**config.mk**
```make
export PLATFORM = sky130hd
export DESIGN_NAME = conv_window_sched_flat
export DESIGN_NICKNAME = d
export VERILOG_FILES = /design/src/rtl/conv_window_sched_if.sv /design/src/rtl/conv_window_sched.sv /design/src/flat_wrapper.sv
export SDC_FILE = /design/constraint.sdc
export NUM_CORES = 1
export LEC_CHECK = 0
export ABC_AREA = 1
export CELL_PAD_IN_SITES_DETAIL_PLACEMENT = 0
export CELL_PAD_IN_SITES_GLOBAL_PLACEMENT = 1
export CORE_ASPECT_RATIO = 1.4
export CORE_UTILIZATION = 45
export DETAILED_ROUTE_END_ITERATION = 16
export GPL_ROUTABILITY_DRIVEN = 0
export PLACE_DENSITY = 0.87
export RECOVER_POWER = 100
export SLEW_MARGIN = 30
export SYNTH_ARGS = -nofsm -noshare
export SYNTH_HDL_FRONTEND = slang
export SYNTH_SLANG_ARGS = --single-unit
export TNS_END_PERCENT = 10
```
**constraint.sdc**
```tcl
create_clock -name clk -period 14.3 [get_ports clk]
set_clock_uncertainty 0.2 [all_clocks]
set_input_delay 4.29 -clock clk [delete_from_list [all_inputs] [get_ports clk]]
set_output_delay 4.29 -clock clk [all_outputs]
set_load 0.1 [all_outputs]
```
**src/rtl/conv_window_sched_if.sv**
```systemverilog
// Handshake and data bundle for conv_window_sched: start/image/filter in, window sums out.
// The master drives start, image, filter and out_ready; the slave (the scheduler) drives the rest.
interface conv_window_sched_if #(
  parameter int IN_DIM   = 5,
  parameter int FILT_DIM = 3,
  parameter int WIDTH    = 4
);
  localparam int SUM_W = 2 * WIDTH + $clog2(FILT_DIM * FILT_DIM);

  logic                              start;
  logic [IN_DIM*IN_DIM*WIDTH-1:0]    image;
  logic [FILT_DIM*FILT_DIM*WIDTH-1:0] filter;
  logic                              busy;
  logic                              out_valid;
  logic                              out_ready;
  logic [SUM_W-1:0]                  out_data;
  logic                              out_last;
  logic                              done;

  modport master (
    output start, image, filter, out_ready,
    input  busy, out_valid, out_data, out_last, done
  );

  modport slave (
    input  start, image, filter, out_ready,
    output busy, out_valid, out_data, out_last, done
  );
endinterface

```
**src/rtl/conv_window_sched.sv**
```systemverilog
// Window scheduler: latches image/filter, issues every output position row-major, multiplies through a
// MULT_LAT-stage pipe and sums 9 products to a valid/ready stream. Define CONV_RELU_EN to clamp sums at 0.
module conv_window_sched #(
  parameter int FILT_DIM = 3,
  parameter int IN_DIM   = 5,
  parameter int STRIDE   = 1,
  parameter int WIDTH    = 4,
  parameter int MULT_LAT = 1
) (
  input  logic               clk,
  input  logic               rst,
  conv_window_sched_if.slave bus
);
  localparam int OUT_DIM = (IN_DIM - FILT_DIM) / STRIDE + 1;
  localparam int PROD_W  = 2 * WIDTH;
  localparam int NPROD   = FILT_DIM * FILT_DIM;
  localparam int SUM_W   = PROD_W + $clog2(NPROD);
  localparam int NPIX    = IN_DIM * IN_DIM;
  localparam int CNT_W   = (OUT_DIM > 1) ? $clog2(OUT_DIM) : 1;
  localparam int IDX_W   = (NPIX > 1) ? $clog2(NPIX) : 1;

  localparam logic [1:0] ST_IDLE  = 2'd0;
  localparam logic [1:0] ST_ISSUE = 2'd1;
  localparam logic [1:0] ST_DRAIN = 2'd2;
  localparam logic [1:0] ST_DONE  = 2'd3;

  logic [1:0]               state_q, state_d;
  logic [CNT_W-1:0]         orow_q, orow_d, ocol_q, ocol_d;
  logic signed [WIDTH-1:0]  img_q  [NPIX];
  logic signed [WIDTH-1:0]  filt_q [NPROD];
  logic signed [WIDTH-1:0]  win_d  [NPROD];
  logic signed [WIDTH-1:0]  win_q  [NPROD];
  logic                     s0_vld_q, s0_vld_d, s0_last_q, s0_last_d;
  logic signed [PROD_W-1:0] prod_q [MULT_LAT][NPROD];
  logic [MULT_LAT-1:0]      pv_q, pl_q;
  logic signed [SUM_W-1:0]  sum, res;
  logic                     out_valid_q, out_last_q;
  logic signed [SUM_W-1:0]  out_data_q;
  logic                     adv, load, last_pos, issue;

  // Single stall enable: everything freezes while a result sits unaccepted.
  assign adv      = !(out_valid_q && !bus.out_ready);
  assign load     = (state_q == ST_IDLE) && bus.start;
  assign last_pos = (orow_q == CNT_W'(OUT_DIM - 1)) && (ocol_q == CNT_W'(OUT_DIM - 1));
  assign issue    = (state_q == ST_ISSUE) && adv;

  always_comb begin
    state_d   = state_q;
    orow_d    = orow_q;
    ocol_d    = ocol_q;
    s0_vld_d  = s0_vld_q;
    s0_last_d = s0_last_q;
    if (adv) begin
      s0_vld_d  = issue;
      s0_last_d = issue && last_pos;
    end
    case (state_q)
      ST_IDLE:  if (bus.start) state_d = ST_ISSUE;
      ST_ISSUE: if (adv) begin
        if (last_pos) begin
          state_d = ST_DRAIN;
          orow_d  = '0;
          ocol_d  = '0;
        end else if (ocol_q == CNT_W'(OUT_DIM - 1)) begin
          ocol_d = '0;
          orow_d = orow_q + CNT_W'(1);
        end else begin
          ocol_d = ocol_q + CNT_W'(1);
        end
      end
      ST_DRAIN: if (out_valid_q && bus.out_ready && out_last_q) state_d = ST_DONE;
      default:  state_d = ST_IDLE;
    endcase
  end

  always_comb begin
    int base;
    base = int'(orow_q) * STRIDE * IN_DIM + int'(ocol_q) * STRIDE;
    for (int i = 0; i < FILT_DIM; i++) begin
      for (int j = 0; j < FILT_DIM; j++) begin
        win_d[i*FILT_DIM+j] = img_q[IDX_W'(base + i * IN_DIM + j)];
      end
    end
  end

  // Products are sign-extended before summing so the sum cannot overflow.
  always_comb begin
    sum = '0;
    for (int k = 0; k < NPROD; k++) begin
      sum = sum + SUM_W'(prod_q[MULT_LAT-1][k]);
    end
    res = sum;
`ifdef CONV_RELU_EN
    if (sum[SUM_W-1]) res = '0;
`endif
  end

  always_ff @(posedge clk or posedge rst) begin
    if (rst) begin
      state_q     <= ST_IDLE;
      orow_q      <= '0;
      ocol_q      <= '0;
      s0_vld_q    <= 1'b0;
      s0_last_q   <= 1'b0;
      pv_q        <= '0;
      pl_q        <= '0;
      out_valid_q <= 1'b0;
      out_last_q  <= 1'b0;
      out_data_q  <= '0;
      for (int k = 0; k < NPIX; k++) img_q[k] <= '0;
      for (int k = 0; k < NPROD; k++) begin
        filt_q[k] <= '0;
        win_q[k]  <= '0;
      end
      for (int s = 0; s < MULT_LAT; s++) begin
        for (int k = 0; k < NPROD; k++) prod_q[s][k] <= '0;
      end
    end else begin
      state_q   <= state_d;
      orow_q    <= orow_d;
      ocol_q    <= ocol_d;
      s0_vld_q  <= s0_vld_d;
      s0_last_q <= s0_last_d;
      if (load) begin
        for (int k = 0; k < NPIX; k++) img_q[k] <= bus.image[k*WIDTH +: WIDTH];
        for (int k = 0; k < NPROD; k++) filt_q[k] <= bus.filter[k*WIDTH +: WIDTH];
      end
      if (adv) begin
        for (int k = 0; k < NPROD; k++) begin
          win_q[k]     <= win_d[k];
          prod_q[0][k] <= PROD_W'(win_q[k]) * PROD_W'(filt_q[k]);
        end
        pv_q[0] <= s0_vld_q;
        pl_q[0] <= s0_last_q;
        for (int s = 1; s < MULT_LAT; s++) begin
          pv_q[s] <= pv_q[s-1];
          pl_q[s] <= pl_q[s-1];
          for (int k = 0; k < NPROD; k++) prod_q[s][k] <= prod_q[s-1][k];
        end
        out_valid_q <= pv_q[MULT_LAT-1];
        out_last_q  <= pv_q[MULT_LAT-1] && pl_q[MULT_LAT-1];
        if (pv_q[MULT_LAT-1]) out_data_q <= res;
      end
    end
  end

  assign bus.busy      = (state_q == ST_ISSUE) || (state_q == ST_DRAIN);
  assign bus.done      = (state_q == ST_DONE);
  assign bus.out_valid = out_valid_q;
  assign bus.out_last  = out_last_q;
  assign bus.out_data  = out_data_q;
endmodule

```
**src/flat_wrapper.sv**
```systemverilog
// flat-port wrapper written by rule: the top's interface ports become plain ports
module conv_window_sched_flat 
#(
  parameter int FILT_DIM = 3,
  parameter int IN_DIM   = 5,
  parameter int STRIDE   = 1,
  parameter int WIDTH    = 4,
  parameter int MULT_LAT = 1
)
  (clk, rst, bus_start, bus_image, bus_filter, bus_out_ready, bus_busy, bus_out_valid, bus_out_data, bus_out_last, bus_done);
  conv_window_sched_if #(.IN_DIM(IN_DIM), .FILT_DIM(FILT_DIM), .WIDTH(WIDTH)) bus_i ();
  input  logic clk;
  input  logic rst;
  input wire logic [$bits(bus_i.start)-1:0] bus_start;
  input wire logic [$bits(bus_i.image)-1:0] bus_image;
  input wire logic [$bits(bus_i.filter)-1:0] bus_filter;
  input wire logic [$bits(bus_i.out_ready)-1:0] bus_out_ready;
  output wire logic [$bits(bus_i.busy)-1:0] bus_busy;
  output wire logic [$bits(bus_i.out_valid)-1:0] bus_out_valid;
  output wire logic [$bits(bus_i.out_data)-1:0] bus_out_data;
  output wire logic [$bits(bus_i.out_last)-1:0] bus_out_last;
  output wire logic [$bits(bus_i.done)-1:0] bus_done;
  assign bus_i.start = bus_start;
  assign bus_i.image = bus_image;
  assign bus_i.filter = bus_filter;
  assign bus_i.out_ready = bus_out_ready;
  assign bus_busy = bus_i.busy;
  assign bus_out_valid = bus_i.out_valid;
  assign bus_out_data = bus_i.out_data;
  assign bus_out_last = bus_i.out_last;
  assign bus_done = bus_i.done;
  conv_window_sched #(.FILT_DIM(FILT_DIM), .IN_DIM(IN_DIM), .STRIDE(STRIDE), .WIDTH(WIDTH), .MULT_LAT(MULT_LAT)) u_core (.clk(clk), .rst(rst), .bus(bus_i));
endmodule
```
==> results.json <==
{
  "status": "finished with violations",
  "violations": "max-capacitance violations, max-slew violations",
  "antenna_found_initial": 0,
  "slew_headroom_pct": -265.5,
  "via_count": 21090,
  "hold_violations": 0,
  "overflow": 0,
  "final_cell_mix": "1072 x nand2_1, 357 x inv_1, 345 x nand3_1",
  "die_area_mm2": 0.05273,
  "finalCritPeriodShare_pct": 68.41,
  "cp.depth": 8,
  "worst-r2r-setup-slack_ns": 8.17,
  "worstPathRequired_ns": 14.53,
  "ys.warnings.count": 0,
  "crit_type": "in2reg",
  "synth_seq_cells": 268,
  "clock-sinks": 268,
  "worst_path_max_delay_cell": "clkbuf_1",
  "drv_slew": 421,
  "synth_cell_types": 44,
  "worst_pin_slew_ns": 5.452,
  "first_global_vias": 21540,
  "yosysSeqAreaShare_pct": 28.77,
  "netlist_area_mm2": 0.02331,
  "multi_input_area_mm2": 0.01463,
  "rsz0062_at_grt": "false",
  "crit_start": "bus_out_ready",
  "avgRoutedWirePerCell_um": 18.27,
  "nFillCells": 4900,
  "cts_tree": "done",
  "hold_buffers": 0,
  "die_w_um": 194.4,
  "end_kind": "register",
  "grt_pass1_wl_mm": 113.3,
  "cts-root-buf": "clkbuf_16",
  "hpwl_mm": 55.37,
  "synth-simple-area-share_pct": 30.00,
  "rows": 98,
  "postRouteAntennaNets": 0,
  "synth_top_family_by_area": "simple AND/OR/NAND/NOR gates",
  "arrival_ns": 10.02,
  "synth-adder-area-share_pct": 19.72,
  "numCtsBuffers": 28,
  "drtIter0Drc": 1401,
  "dp.cells": 3831,
  "postCtsSetupBuffers": 0,
  "cp_num_buf_inv": 5,
  "h-tree-depth": 1,
  "min_path_type": "reg2reg",
  "r2r_end": "u_core.bus.out_data[11]",
  "setup_violations": 0,
  "tns_ns": 0,
  "ctsResizeCount": 0,
  "grt_util_all_layers_pct": 27.15,
  "viasPerCell": 5.435,
  "cpLargestDelayFamily": "buffers and inverters",
  "crit_path_end": "u_core.bus.out_data[7]",
  "die_h_um": 271.3,
  "slowest_delay_ns": 2.07,
  "async_flop_share_pct": 100.0,
  "final_common_cell": "nand2_1",
  "seqCellArea_mm2": 0.006706,
  "syn-num-nets": 3551,
  "synthMuxAreaShare_pct": 4.771,
  "diodes": 0,
  "num_io_pins": 156,
  "grt_max_degree": 151,
  "core_mm2": 0.05113,
  "insertion_delay_ns": 0.58,
  "avgSynthCellArea_um2": 7.455,
  "numPortBuffers": 155,
  "cp_cell_sequence": "dlygate4sd3_1 > inv_1 > nand2_1 > inv_1 > clkbuf_1 > nor2_2 > inv_1 > o21ai_0",
  "drc_errors": 0,
  "synth_edf_count": 0,
  "netlist_instances": 3127,
  "startpoint_type": "input port",
  "cpMostUsedCell": "inv_1",
  "first_pass_iters": 6,
  "maxCapViolations": 6,
  "drt-total-wl_mm": 70.90,
  "finalCriticalPeriod_ns": 9.783,
  "clk_path_buf_depth": 3,
  "clk_pin_slew_ns": 0.06,
  "synthToLayoutAreaGrowth_pct": 12.27,
  "synth_compound_area_share_pct": 6.054,
  "final_cells": 3881,
  "initial_core_util_pct": 45.59,
  "synth-xor-area-share_pct": 2.141,
  "synth_flop_cell": "dfrtp_1",
  "clock.fmax_mhz": 102.2,
  "crit_fanout": 68,
  "reg2reg_from": "u_core.prod_q[57]",
  "final_nets": 3635,
  "reg2reg_depth": 26,
  "drive_above_1_share_pct": 7.861
}
-- cells in the mapped netlist (all sizes together) (27+ instances only) --
library cell     n  area share [%]
inv            373             6.0
dfrtp          268              29
nand3          346             7.4
ha             145             7.8
clkbuf          43            0.69
o21ai          120             2.6
nor2           158             2.7
buf             75             1.8
xnor2           27             1.0
xor2            30             1.1
or2             45             1.2
mux2            97             4.7
fa             139              12
a21oi           85             1.9
nand2         1094              18
-- routing by layer --
metal,track usage (%),share of wire [%]
met2,50.08,51
met1,30.11,37
met4,16.71,6.5
met5,0,0
met3,2.410,4.8
-- through the flow --
stage               hold WS (ns)  area, um2  utilization, %  setup WS (ns)
floorplan                 0.2417      23310               -          2.428
global placement          0.2623      25260           49.41          6.937
detailed placement        0.2613      25260           49.41          6.850
CTS                       0.2830      26210           51.25          7.284
global route              0.3102      26170           51.19          3.839
finish                    0.2756      26170           51.19          4.517
-- cell type report --
class	count	area share (%)
Sequential cell	268	25.62
Clock buffer	35	2.974
Timing Repair Buffer	172	6.420
Multi-Input combinational cell	2367	55.88
Inverter	374	5.369
Clock inverter	15	0.6215
Tap cell	650	3.107
-- worst reg2reg max path, stage by stage (launching register included) --
cell,delay (ns)
dfrtp_1,0.36
inv_1,0.08
fa_1,0.43
inv_1,0.07
ha_1,0.16
inv_1,0.06
fa_1,0.41
o21ai_0,0.30
a21oi_1,0.12
o21bai_1,0.20
nand2_1,0.08
a22oi_1,0.28
fa_1,0.49
inv_1,0.14
fa_1,0.44
inv_1,0.10
fa_1,0.43
fa_1,0.52
inv_1,0.04
ha_1,0.33
inv_1,0.07
nor3_1,0.25
nand3_1,0.13
inv_1,0.08
o21ai_0,0.08
nand3_1,0.09
nand2_1,0.07
-- worst min path at each step --
stage | from | to | cells after the start
floorplan | u_core.pv_q | u_core.bus.out_valid | 2
global placement | u_core.prod_q[41] | u_core.prod_q[41] | 2
detailed placement | u_core.bus.out_data[0] | u_core.bus.out_data[0] | 2
CTS | u_core.bus.out_data[2] | u_core.bus.out_data[2] | 2
global route | u_core.prod_q[40] | u_core.prod_q[40] | 2
finish | u_core.bus.out_data[2] | u_core.bus.out_data[2] | 2
-- cell families after synthesis --
kind of cell | count (synthesis)
and+or+nand+nor | 1669
buffers and inverters | 492
adders and majority gates | 284
DFF | 268
AOI/OAI and AO/OA | 258
muxes | 99
xor gates and xnor gates | 57
-- registers in the layout, indices dropped and copies added (netlist names) --
register / flops
u_core.img_q: 100
u_core.prod_q: 72
u_core.filt_q: 36
u_core.win_q: 36
u_core.bus.out_data: 12
u_core.ocol_q: 2
u_core.orow_q: 2
u_core.state_q: 2
u_core.bus.out_last: 1
u_core.bus.out_valid: 1
u_core.pl_q: 1
u_core.pv_q: 1
u_core.s0_last_q: 1
u_core.s0_vld_q: 1
Power is not shown: default switching activity piles up to over one toggle a cycle in this logic, so the estimate is an artifact.
